$ cat config.mk
export PLATFORM = sky130hd
export DESIGN_NAME = axi_lite_master_flat
export DESIGN_NICKNAME = d
export VERILOG_FILES = /design/src/rtl/axi_lite_master_if.sv /design/src/rtl/axi_lite_master.sv /design/src/flat_wrapper.sv
export SDC_FILE = /design/constraint.sdc
export NUM_CORES = 1
export LEC_CHECK = 0
export ABC_CLOCK_PERIOD_IN_PS = 3800
export BUFFER_PORTS_ARGS = -buffer_cell sky130_fd_sc_hd__buf_2
export CAP_MARGIN = 15
export CORE_MARGIN = 1.5
export CORE_UTILIZATION = 30
export CTS_CLUSTER_DIAMETER = 120
export CTS_CLUSTER_SIZE = 24
export DETAILED_ROUTE_END_ITERATION = 8
export GPL_TIMING_DRIVEN = 0
export HOLD_SLACK_MARGIN = 0.02
export PLACE_DENSITY = 0.69
export SYNTH_ARGS = -nofsm -noshare
export SYNTH_HDL_FRONTEND = slang
export SYNTH_SLANG_ARGS = --single-unit
$ cat constraint.sdc
create_clock -name clk -period 3.8 [get_ports clk]
set_input_delay 0.38 -clock clk [delete_from_list [all_inputs] [get_ports clk]]
set_output_delay 0.38 -clock clk [all_outputs]
set_load 0.1 [all_outputs]
$ cat src/rtl/axi_lite_master_if.sv
// Core load/store request/response signals plus the AXI4-Lite bus of axi_lite_master.
// The master modport is the initiator's view; the slave modport is the core/peripheral side.
interface axi_lite_master_if #(
  parameter int ADDR_W = 32,
  parameter int DATA_W = 32
);
  logic                  req_valid;
  logic                  req_ready;
  logic                  req_we;
  logic [ADDR_W-1:0]     req_addr;
  logic [DATA_W-1:0]     req_wdata;
  logic [DATA_W/8-1:0]   req_wstrb;
  logic                  resp_valid;
  logic [DATA_W-1:0]     resp_rdata;
  logic                  resp_err;

  logic [ADDR_W-1:0]     axi_araddr;
  logic                  axi_arvalid;
  logic                  axi_arready;
  logic [2:0]            axi_arprot;
  logic [DATA_W-1:0]     axi_rdata;
  logic [1:0]            axi_rresp;
  logic                  axi_rvalid;
  logic                  axi_rready;
  logic [ADDR_W-1:0]     axi_awaddr;
  logic                  axi_awvalid;
  logic                  axi_awready;
  logic [2:0]            axi_awprot;
  logic [DATA_W-1:0]     axi_wdata;
  logic [DATA_W/8-1:0]   axi_wstrb;
  logic                  axi_wvalid;
  logic                  axi_wready;
  logic [1:0]            axi_bresp;
  logic                  axi_bvalid;
  logic                  axi_bready;

  modport master (
    input  req_valid, req_we, req_addr, req_wdata, req_wstrb,
    output req_ready, resp_valid, resp_rdata, resp_err,
    output axi_araddr, axi_arvalid, axi_arprot, axi_rready,
    input  axi_arready, axi_rdata, axi_rresp, axi_rvalid,
    output axi_awaddr, axi_awvalid, axi_awprot, axi_wdata, axi_wstrb, axi_wvalid, axi_bready,
    input  axi_awready, axi_wready, axi_bresp, axi_bvalid
  );

  modport slave (
    output req_valid, req_we, req_addr, req_wdata, req_wstrb,
    input  req_ready, resp_valid, resp_rdata, resp_err,
    input  axi_araddr, axi_arvalid, axi_arprot, axi_rready,
    output axi_arready, axi_rdata, axi_rresp, axi_rvalid,
    input  axi_awaddr, axi_awvalid, axi_awprot, axi_wdata, axi_wstrb, axi_wvalid, axi_bready,
    output axi_awready, axi_wready, axi_bresp, axi_bvalid
  );
endinterface

$ cat src/rtl/axi_lite_master.sv
// Single-outstanding AXI4-Lite initiator: one core load/store becomes one AXI-Lite
// read or write, completing with a one-cycle resp_valid pulse.
module axi_lite_master #(
  parameter int ADDR_W = 32,
  parameter int DATA_W = 32
) (
  input  logic               clk,
  input  logic               rst,
  axi_lite_master_if.master  bus
);
  localparam int STRB_W = DATA_W / 8;

  typedef enum logic [2:0] {S_IDLE, S_RD_A, S_RD_D, S_WR, S_WR_B} state_t;

  state_t              r_state;
  state_t              w_state_next;
  logic [ADDR_W-1:0]   r_addr;
  logic [DATA_W-1:0]   r_wdata;
  logic [STRB_W-1:0]   r_wstrb;
  logic                r_aw_done;
  logic                r_w_done;
  logic                r_resp_valid;
  logic [DATA_W-1:0]   r_resp_rdata;
  logic                r_resp_err;

  logic w_req_ready, w_arvalid, w_rready, w_awvalid, w_wvalid, w_bready;
  logic w_accept, w_ar_hs, w_r_hs, w_aw_hs, w_w_hs, w_b_hs, w_wr_done;
  logic w_unused_resp_bits;

  assign w_accept  = (r_state == S_IDLE) && bus.req_valid;
  assign w_ar_hs   = w_arvalid && bus.axi_arready;
  assign w_r_hs    = w_rready  && bus.axi_rvalid;
  assign w_aw_hs   = w_awvalid && bus.axi_awready;
  assign w_w_hs    = w_wvalid  && bus.axi_wready;
  assign w_b_hs    = w_bready  && bus.axi_bvalid;
  // Address and data phases may finish in either order or together.
  assign w_wr_done = (r_aw_done || w_aw_hs) && (r_w_done || w_w_hs);

  // Only the error bit of the response code matters to the core.
  assign w_unused_resp_bits = bus.axi_rresp[0] ^ bus.axi_bresp[0];

  always_ff @(posedge clk or posedge rst) begin
    if (rst) begin
      r_state <= S_IDLE;
    end else begin
      r_state <= w_state_next;
    end
  end

  always_comb begin
    w_state_next = r_state;
    case (r_state)
      S_IDLE:  if (bus.req_valid) w_state_next = bus.req_we ? S_WR : S_RD_A;
      S_RD_A:  if (w_ar_hs)       w_state_next = S_RD_D;
      S_RD_D:  if (w_r_hs)        w_state_next = S_IDLE;
      S_WR:    if (w_wr_done)     w_state_next = S_WR_B;
      S_WR_B:  if (w_b_hs)        w_state_next = S_IDLE;
      default:                    w_state_next = S_IDLE;
    endcase
  end

  always_comb begin
    w_req_ready = 1'b0;
    w_arvalid   = 1'b0;
    w_rready    = 1'b0;
    w_awvalid   = 1'b0;
    w_wvalid    = 1'b0;
    w_bready    = 1'b0;
    case (r_state)
      S_IDLE: w_req_ready = 1'b1;
      S_RD_A: w_arvalid   = 1'b1;
      S_RD_D: w_rready    = 1'b1;
      S_WR: begin
        w_awvalid = !r_aw_done;
        w_wvalid  = !r_w_done;
      end
      S_WR_B: w_bready    = 1'b1;
      default: ;
    endcase
  end

  always_ff @(posedge clk or posedge rst) begin
    if (rst) begin
      r_addr       <= '0;
      r_wdata      <= '0;
      r_wstrb      <= '0;
      r_aw_done    <= 1'b0;
      r_w_done     <= 1'b0;
      r_resp_valid <= 1'b0;
      r_resp_rdata <= '0;
      r_resp_err   <= 1'b0;
    end else begin
      r_resp_valid <= w_r_hs || w_b_hs;
      if (w_accept) begin
        r_addr    <= bus.req_addr;
        r_wdata   <= bus.req_wdata;
        r_wstrb   <= bus.req_wstrb;
        r_aw_done <= 1'b0;
        r_w_done  <= 1'b0;
      end
      if (w_aw_hs) r_aw_done <= 1'b1;
      if (w_w_hs)  r_w_done  <= 1'b1;
      if (w_r_hs) begin
        r_resp_rdata <= bus.axi_rdata;
        r_resp_err   <= bus.axi_rresp[1];
      end
      if (w_b_hs) begin
        r_resp_rdata <= '0;
        r_resp_err   <= bus.axi_bresp[1];
      end
    end
  end

  assign bus.req_ready   = w_req_ready;
  assign bus.resp_valid  = r_resp_valid;
  assign bus.resp_rdata  = r_resp_rdata;
  assign bus.resp_err    = r_resp_err;
  assign bus.axi_araddr  = r_addr;
  assign bus.axi_arvalid = w_arvalid;
  assign bus.axi_arprot  = 3'b000;
  assign bus.axi_rready  = w_rready;
  assign bus.axi_awaddr  = r_addr;
  assign bus.axi_awvalid = w_awvalid;
  assign bus.axi_awprot  = 3'b000;
  assign bus.axi_wdata   = r_wdata;
  assign bus.axi_wstrb   = r_wstrb;
  assign bus.axi_wvalid  = w_wvalid;
  assign bus.axi_bready  = w_bready;
endmodule

$ cat src/flat_wrapper.sv
// flat-port wrapper written by rule: the top's interface ports become plain ports
module axi_lite_master_flat 
#(
  parameter int ADDR_W = 32,
  parameter int DATA_W = 32
)
  (clk, rst, bus_req_valid, bus_req_we, bus_req_addr, bus_req_wdata, bus_req_wstrb, bus_req_ready, bus_resp_valid, bus_resp_rdata, bus_resp_err, bus_axi_araddr, bus_axi_arvalid, bus_axi_arprot, bus_axi_rready, bus_axi_arready, bus_axi_rdata, bus_axi_rresp, bus_axi_rvalid, bus_axi_awaddr, bus_axi_awvalid, bus_axi_awprot, bus_axi_wdata, bus_axi_wstrb, bus_axi_wvalid, bus_axi_bready, bus_axi_awready, bus_axi_wready, bus_axi_bresp, bus_axi_bvalid);
  axi_lite_master_if #(.ADDR_W(ADDR_W), .DATA_W(DATA_W)) bus_i ();
  input  logic clk;
  input  logic rst;
  input wire logic [$bits(bus_i.req_valid)-1:0] bus_req_valid;
  input wire logic [$bits(bus_i.req_we)-1:0] bus_req_we;
  input wire logic [$bits(bus_i.req_addr)-1:0] bus_req_addr;
  input wire logic [$bits(bus_i.req_wdata)-1:0] bus_req_wdata;
  input wire logic [$bits(bus_i.req_wstrb)-1:0] bus_req_wstrb;
  output wire logic [$bits(bus_i.req_ready)-1:0] bus_req_ready;
  output wire logic [$bits(bus_i.resp_valid)-1:0] bus_resp_valid;
  output wire logic [$bits(bus_i.resp_rdata)-1:0] bus_resp_rdata;
  output wire logic [$bits(bus_i.resp_err)-1:0] bus_resp_err;
  output wire logic [$bits(bus_i.axi_araddr)-1:0] bus_axi_araddr;
  output wire logic [$bits(bus_i.axi_arvalid)-1:0] bus_axi_arvalid;
  output wire logic [$bits(bus_i.axi_arprot)-1:0] bus_axi_arprot;
  output wire logic [$bits(bus_i.axi_rready)-1:0] bus_axi_rready;
  input wire logic [$bits(bus_i.axi_arready)-1:0] bus_axi_arready;
  input wire logic [$bits(bus_i.axi_rdata)-1:0] bus_axi_rdata;
  input wire logic [$bits(bus_i.axi_rresp)-1:0] bus_axi_rresp;
  input wire logic [$bits(bus_i.axi_rvalid)-1:0] bus_axi_rvalid;
  output wire logic [$bits(bus_i.axi_awaddr)-1:0] bus_axi_awaddr;
  output wire logic [$bits(bus_i.axi_awvalid)-1:0] bus_axi_awvalid;
  output wire logic [$bits(bus_i.axi_awprot)-1:0] bus_axi_awprot;
  output wire logic [$bits(bus_i.axi_wdata)-1:0] bus_axi_wdata;
  output wire logic [$bits(bus_i.axi_wstrb)-1:0] bus_axi_wstrb;
  output wire logic [$bits(bus_i.axi_wvalid)-1:0] bus_axi_wvalid;
  output wire logic [$bits(bus_i.axi_bready)-1:0] bus_axi_bready;
  input wire logic [$bits(bus_i.axi_awready)-1:0] bus_axi_awready;
  input wire logic [$bits(bus_i.axi_wready)-1:0] bus_axi_wready;
  input wire logic [$bits(bus_i.axi_bresp)-1:0] bus_axi_bresp;
  input wire logic [$bits(bus_i.axi_bvalid)-1:0] bus_axi_bvalid;
  assign bus_i.req_valid = bus_req_valid;
  assign bus_i.req_we = bus_req_we;
  assign bus_i.req_addr = bus_req_addr;
  assign bus_i.req_wdata = bus_req_wdata;
  assign bus_i.req_wstrb = bus_req_wstrb;
  assign bus_req_ready = bus_i.req_ready;
  assign bus_resp_valid = bus_i.resp_valid;
  assign bus_resp_rdata = bus_i.resp_rdata;
  assign bus_resp_err = bus_i.resp_err;
  assign bus_axi_araddr = bus_i.axi_araddr;
  assign bus_axi_arvalid = bus_i.axi_arvalid;
  assign bus_axi_arprot = bus_i.axi_arprot;
  assign bus_axi_rready = bus_i.axi_rready;
  assign bus_i.axi_arready = bus_axi_arready;
  assign bus_i.axi_rdata = bus_axi_rdata;
  assign bus_i.axi_rresp = bus_axi_rresp;
  assign bus_i.axi_rvalid = bus_axi_rvalid;
  assign bus_axi_awaddr = bus_i.axi_awaddr;
  assign bus_axi_awvalid = bus_i.axi_awvalid;
  assign bus_axi_awprot = bus_i.axi_awprot;
  assign bus_axi_wdata = bus_i.axi_wdata;
  assign bus_axi_wstrb = bus_i.axi_wstrb;
  assign bus_axi_wvalid = bus_i.axi_wvalid;
  assign bus_axi_bready = bus_i.axi_bready;
  assign bus_i.axi_awready = bus_axi_awready;
  assign bus_i.axi_wready = bus_axi_wready;
  assign bus_i.axi_bresp = bus_axi_bresp;
  assign bus_i.axi_bvalid = bus_axi_bvalid;
  axi_lite_master #(.ADDR_W(ADDR_W), .DATA_W(DATA_W)) u_core (.clk(clk), .rst(rst), .bus(bus_i));
endmodule
## Word level (Yosys, flattened, before mapping)

Cells that the tools add are included.

| storage, ports and cells | value |
|---|---|
| flip-flop bits (word level) | 107 |
| bits of input ports | 113 |
| word-level logic and storage cells | 55 |

| cells by class | value |
|---|---|
| equal/unequal tests | 9 |
| multiplexer cells | 20 |
| reductions and logical operators | 17 |

Operators with widths:

| kind | count |
|---|---|
| two-way mux 32 bit | 2 |
| two-way mux 3 bit | 5 |
| case mux 3 bit (5 select lines) | 1 |
| two-way mux 1 bit | 11 |
| inequality test 2 x 1 -> 1 bit (second input constant) | 4 |
| logical AND 1 bit | 7 |
| equality test 3 x 2 -> 1 bit (second input constant) | 2 |
| nonzero test 2 bit | 3 |
| AND reduction 5 bit | 1 |
| equality test 3 x 1 -> 1 bit (second input constant) | 1 |
| equality test 3 bit (second input constant) | 1 |
| logical NOT 3 bit | 1 |
| logical OR 1 bit | 3 |
| logical NOT 1 bit | 2 |
| two-way mux 2 bit | 1 |
| inequality test 2 bit (second input constant) | 1 |

## Depth between registers and ports, before layout

| depth | value |
|---|---|
| depth after elaboration | 7 |
| mapped depth | 7 |
| mapped depth without buffers | 5 |

## Worst setup path after synthesis

No wires, ideal clock.

| path | value |
|---|---|
| path type | register -> register |
| start point | reg u_core.r_state[1] |
| end point | reg u_core.r_addr[13] (netlist: u_core.bus.axi_araddr[13]) |
| data arrival time | 2.274 ns |
| required time | 3.674 ns |
| setup slack | 1.400 ns |
| stages on the path, launching flop included | 8 |
| path buffers | 4 |
| clock period less this slack | 2.400 ns |
| path through | dfrtp_1 buf_4 nor3_4 and2_1 buf_6 buf_6 buf_8 mux2_4 |

| between the ends | value |
|---|---|
| word-level cells in the longest chain between the ends | 2 |

RTL lines:

| what | line | source |
|---|---|---|
| from (decl) | axi_lite_master.sv:15 | `state_t r_state;` |
| from (signal assigned) | axi_lite_master.sv:46 | `r_state <= w_state_next;` |
| logical NOT 3 bit | axi_lite_master.sv:30 | `assign w_accept = (r_state == S_IDLE) && bus.req_valid;` |
| logical AND 1 bit | axi_lite_master.sv:30 |  |
| to (signal assigned) | axi_lite_master.sv:95 | `r_addr <= bus.req_addr;` |
| to (decl) | axi_lite_master.sv:17 | `logic [ADDR_W-1:0] r_addr;` |

No other way between the ends.
A chain may end at the register's enable or synchronous reset.

## Final worst setup path

| path | value |
|---|---|
| start point | reg u_core.r_state[1] |
| end point | out bus_axi_bready |

| between the ends | value |
|---|---|
| word-level cells in the longest chain between the ends | 2 |

RTL lines:

| what | line | source |
|---|---|---|
| equality test 3 bit | axi_lite_master.sv:69 | `case (r_state)` |
| two-way mux 1 bit | axi_lite_master.sv:69 |  |
| to (decl) | flat_wrapper.sv:34 | `output wire logic [$bits(bus_i.axi_bready)-1:0] bus_axi_bready;` |

No other way between the ends.

==> metrics.txt <==
Tmin final 2.13 ns; Initial Utilization 30.7%; Max stage delay on crit path 0.43 ns; vias in the first global route 3464; setup_tns 0 ns; vias per std cell ~4.5; Critical Path AT 1.75 ns; Post-synth EDFFs 0; final hold vios 0; GR Util All Layers 14.5%; post_cts resized 0; CP max FO 10; share of layout cells above drive strength 1 between 60 and 70%; drt drc 0; CP Cell Sequence buf_4 > nor2_1 > nand2_1 > inv_1 > buf_2; first-pass GRT wire length 17.7 mm; Yosys cell types 25; DP HPWL 8.62 mm; Syn Area/Cell 15.0 µm²; status complete, no violations; largest net degree at the start of global routing between 60 and 70; FF-to-FF End u_core.bus.resp_rdata[10]; Mapped Area 4440 µm²; Tcrit/Tclk final 56.0%; top-level I/O count 259; final core utilization ~43%; core box area 14500 µm²; die area roughly 16000 µm²; Avg WL per Cell 14.7 µm; # clock sinks 107; Setup crit start kind flop; max_slew headroom 61.2%; Layout Skew 0.00658 ns; Final nets ~680; Yosys warnings 0; H-tree depth 3; Critical Path RT 3.42 ns; cts hold-fix bufs 0; final RePlAce weighted congestion 0.912; slew of the pin with the lowest slew margin 0.582 ns; worst flop-to-flop path startpoint u_core.r_state[0]; Die Height 125 µm; Crit-path slowest cell buf_2; Synth Instances 296; clk buf depth 2; CTS buffer count 9; Port Buf Inserts 250; top cells by area, synth dfrtp_1 (60%), mux2_2 (12%), buf_4 (7.3%), mux2_4 (6.8%), a22o_1 (6.7%); clk_lat worst skew about 0.34 ns; crit path capture type output port; Synth Flop Type dfrtp_1; drt pass-1 iters 4; final hold slack 0.0878 ns; crit path kind reg -> out; R2R setup slack 1.98 ns; postcts setup bufs 0; Seq cells post-synth ~110; Routed Antenna Nets 0; Final Setup Violations 0; Vias 3358; Yosys top cell by area dfrtp_1; grt ovf 0; area share of the largest cell type after synthesis about three fifths; DRT Wirelength 11.0 mm; fraction of registers with async set or reset after synthesis 100%; initial antenna violation count 2; worst r2r path cells 5; DR iter-0 viols 82; most frequent cells in the layout buf_2 (256), dfrtp_1 (107), mux2_2 (48); Reg clk slew, reported paths 0.07 ns; Critical Path Start u_core.r_state[1]; Chip Width between 100 and 150 µm; most common cell after layout, fill and taps aside buf_2; CTS tree done; worst setup path endpoint bus_axi_bready; RSZ-0062 raised after global routing false; Root Driver clkbuf_16; Min-Delay Path Class in -> async; max-slew violations 0; Max Cap Viol 0; num rows 44; Fmax achieved 0.470 GHz; P&R area growth vs syn 41.6%; Seq/Total Area, Yosys 60.3%
## through the flow
step | instances | cell area, µm² | setup WS (ns)
after floorplan | 301 | 4460 | 0.603
after global placement | 735 | 5940 | -0.523
after detailed placement | 736 | 5970 | 1.97
after CTS | 752 | 6280 | 1.64
after global routing | 753 | 6280 | 1.55
final | 754 | 6290 | 1.67
## flip-flops by register name (all words and copies together), names as in the netlist, 3 cells and up
register and cells:
u_core.bus.axi_araddr 32, u_core.bus.axi_wdata 32, u_core.bus.axi_wstrb 4, u_core.bus.resp_rdata 32
u_core.r_state 3
## routing by layer
metal  GRT usage (%)  vias to the layer above  share of wire, %
met5               0                        -                 0
met2            25.1                      172                50
li1                -                     1546                 -
met4            6.49                        0               2.1
met3            4.08                       13               8.6
met1            16.6                     1627                39
## critical path: cells and delay by family, from the launching register on
family | cells | cell delay, ns
flip-flops | 1 | 0.36
AND/OR/NAND/NOR | 2 | 0.34
buffers and inverters | 3 | 0.70
## Yosys cell counts, types with 4 or more instances
master   number
mux2_4       20
nor2_1        6
buf_2         6
mux2_2       48
dfrtp_1     107
buf_4        43
and2_1        4
nand2_1       4
inv_1         5
a22o_1       34
## logic make-up after synthesis
kind of cell	after synthesis	share of synthesized area, %
AND/OR/NAND/NOR	18	2.31
buffers and inverters	60	9.72
other	1	0.0845
AO/OA/AOI/OAI	41	8.12
flip-flops	107	60.3
multiplexers	69	19.4
## cell type report
class	count	area [µm²]
tap	184	230
buffer	55	413
timing repair buffer	251	1280
inverter	5	21.3
fill	1343	8190
multi-input combinational	134	1350
antenna	2	5.00
clock inverter	6	72.6
sequential	107	2680
clock buffer	10	239
## how the worst min path moves through the flow
| stage | start | endpoint | slack [ns] |
|---|---|---|---|
| 2_1_floorplan | bus_axi_bvalid | u_core.r_state[2] | 0.49 |
| 3_3_place_gp | u_core.bus.resp_rdata[16] | u_core.bus.resp_rdata[16] | 0.48 |
| 3_5_place_dp | rst | u_core.bus.axi_araddr[0] | 0.48 |
| 4_1_cts | rst | u_core.bus.axi_araddr[1] | 0.1 |
| 5_1_grt | rst | u_core.bus.axi_araddr[1] | 0.13 |
| 6_report | rst | u_core.bus.axi_araddr[1] | 0.09 |
Power is not shown: default switching activity piles up to over one toggle a cycle in this logic, so the estimate is an artifact.
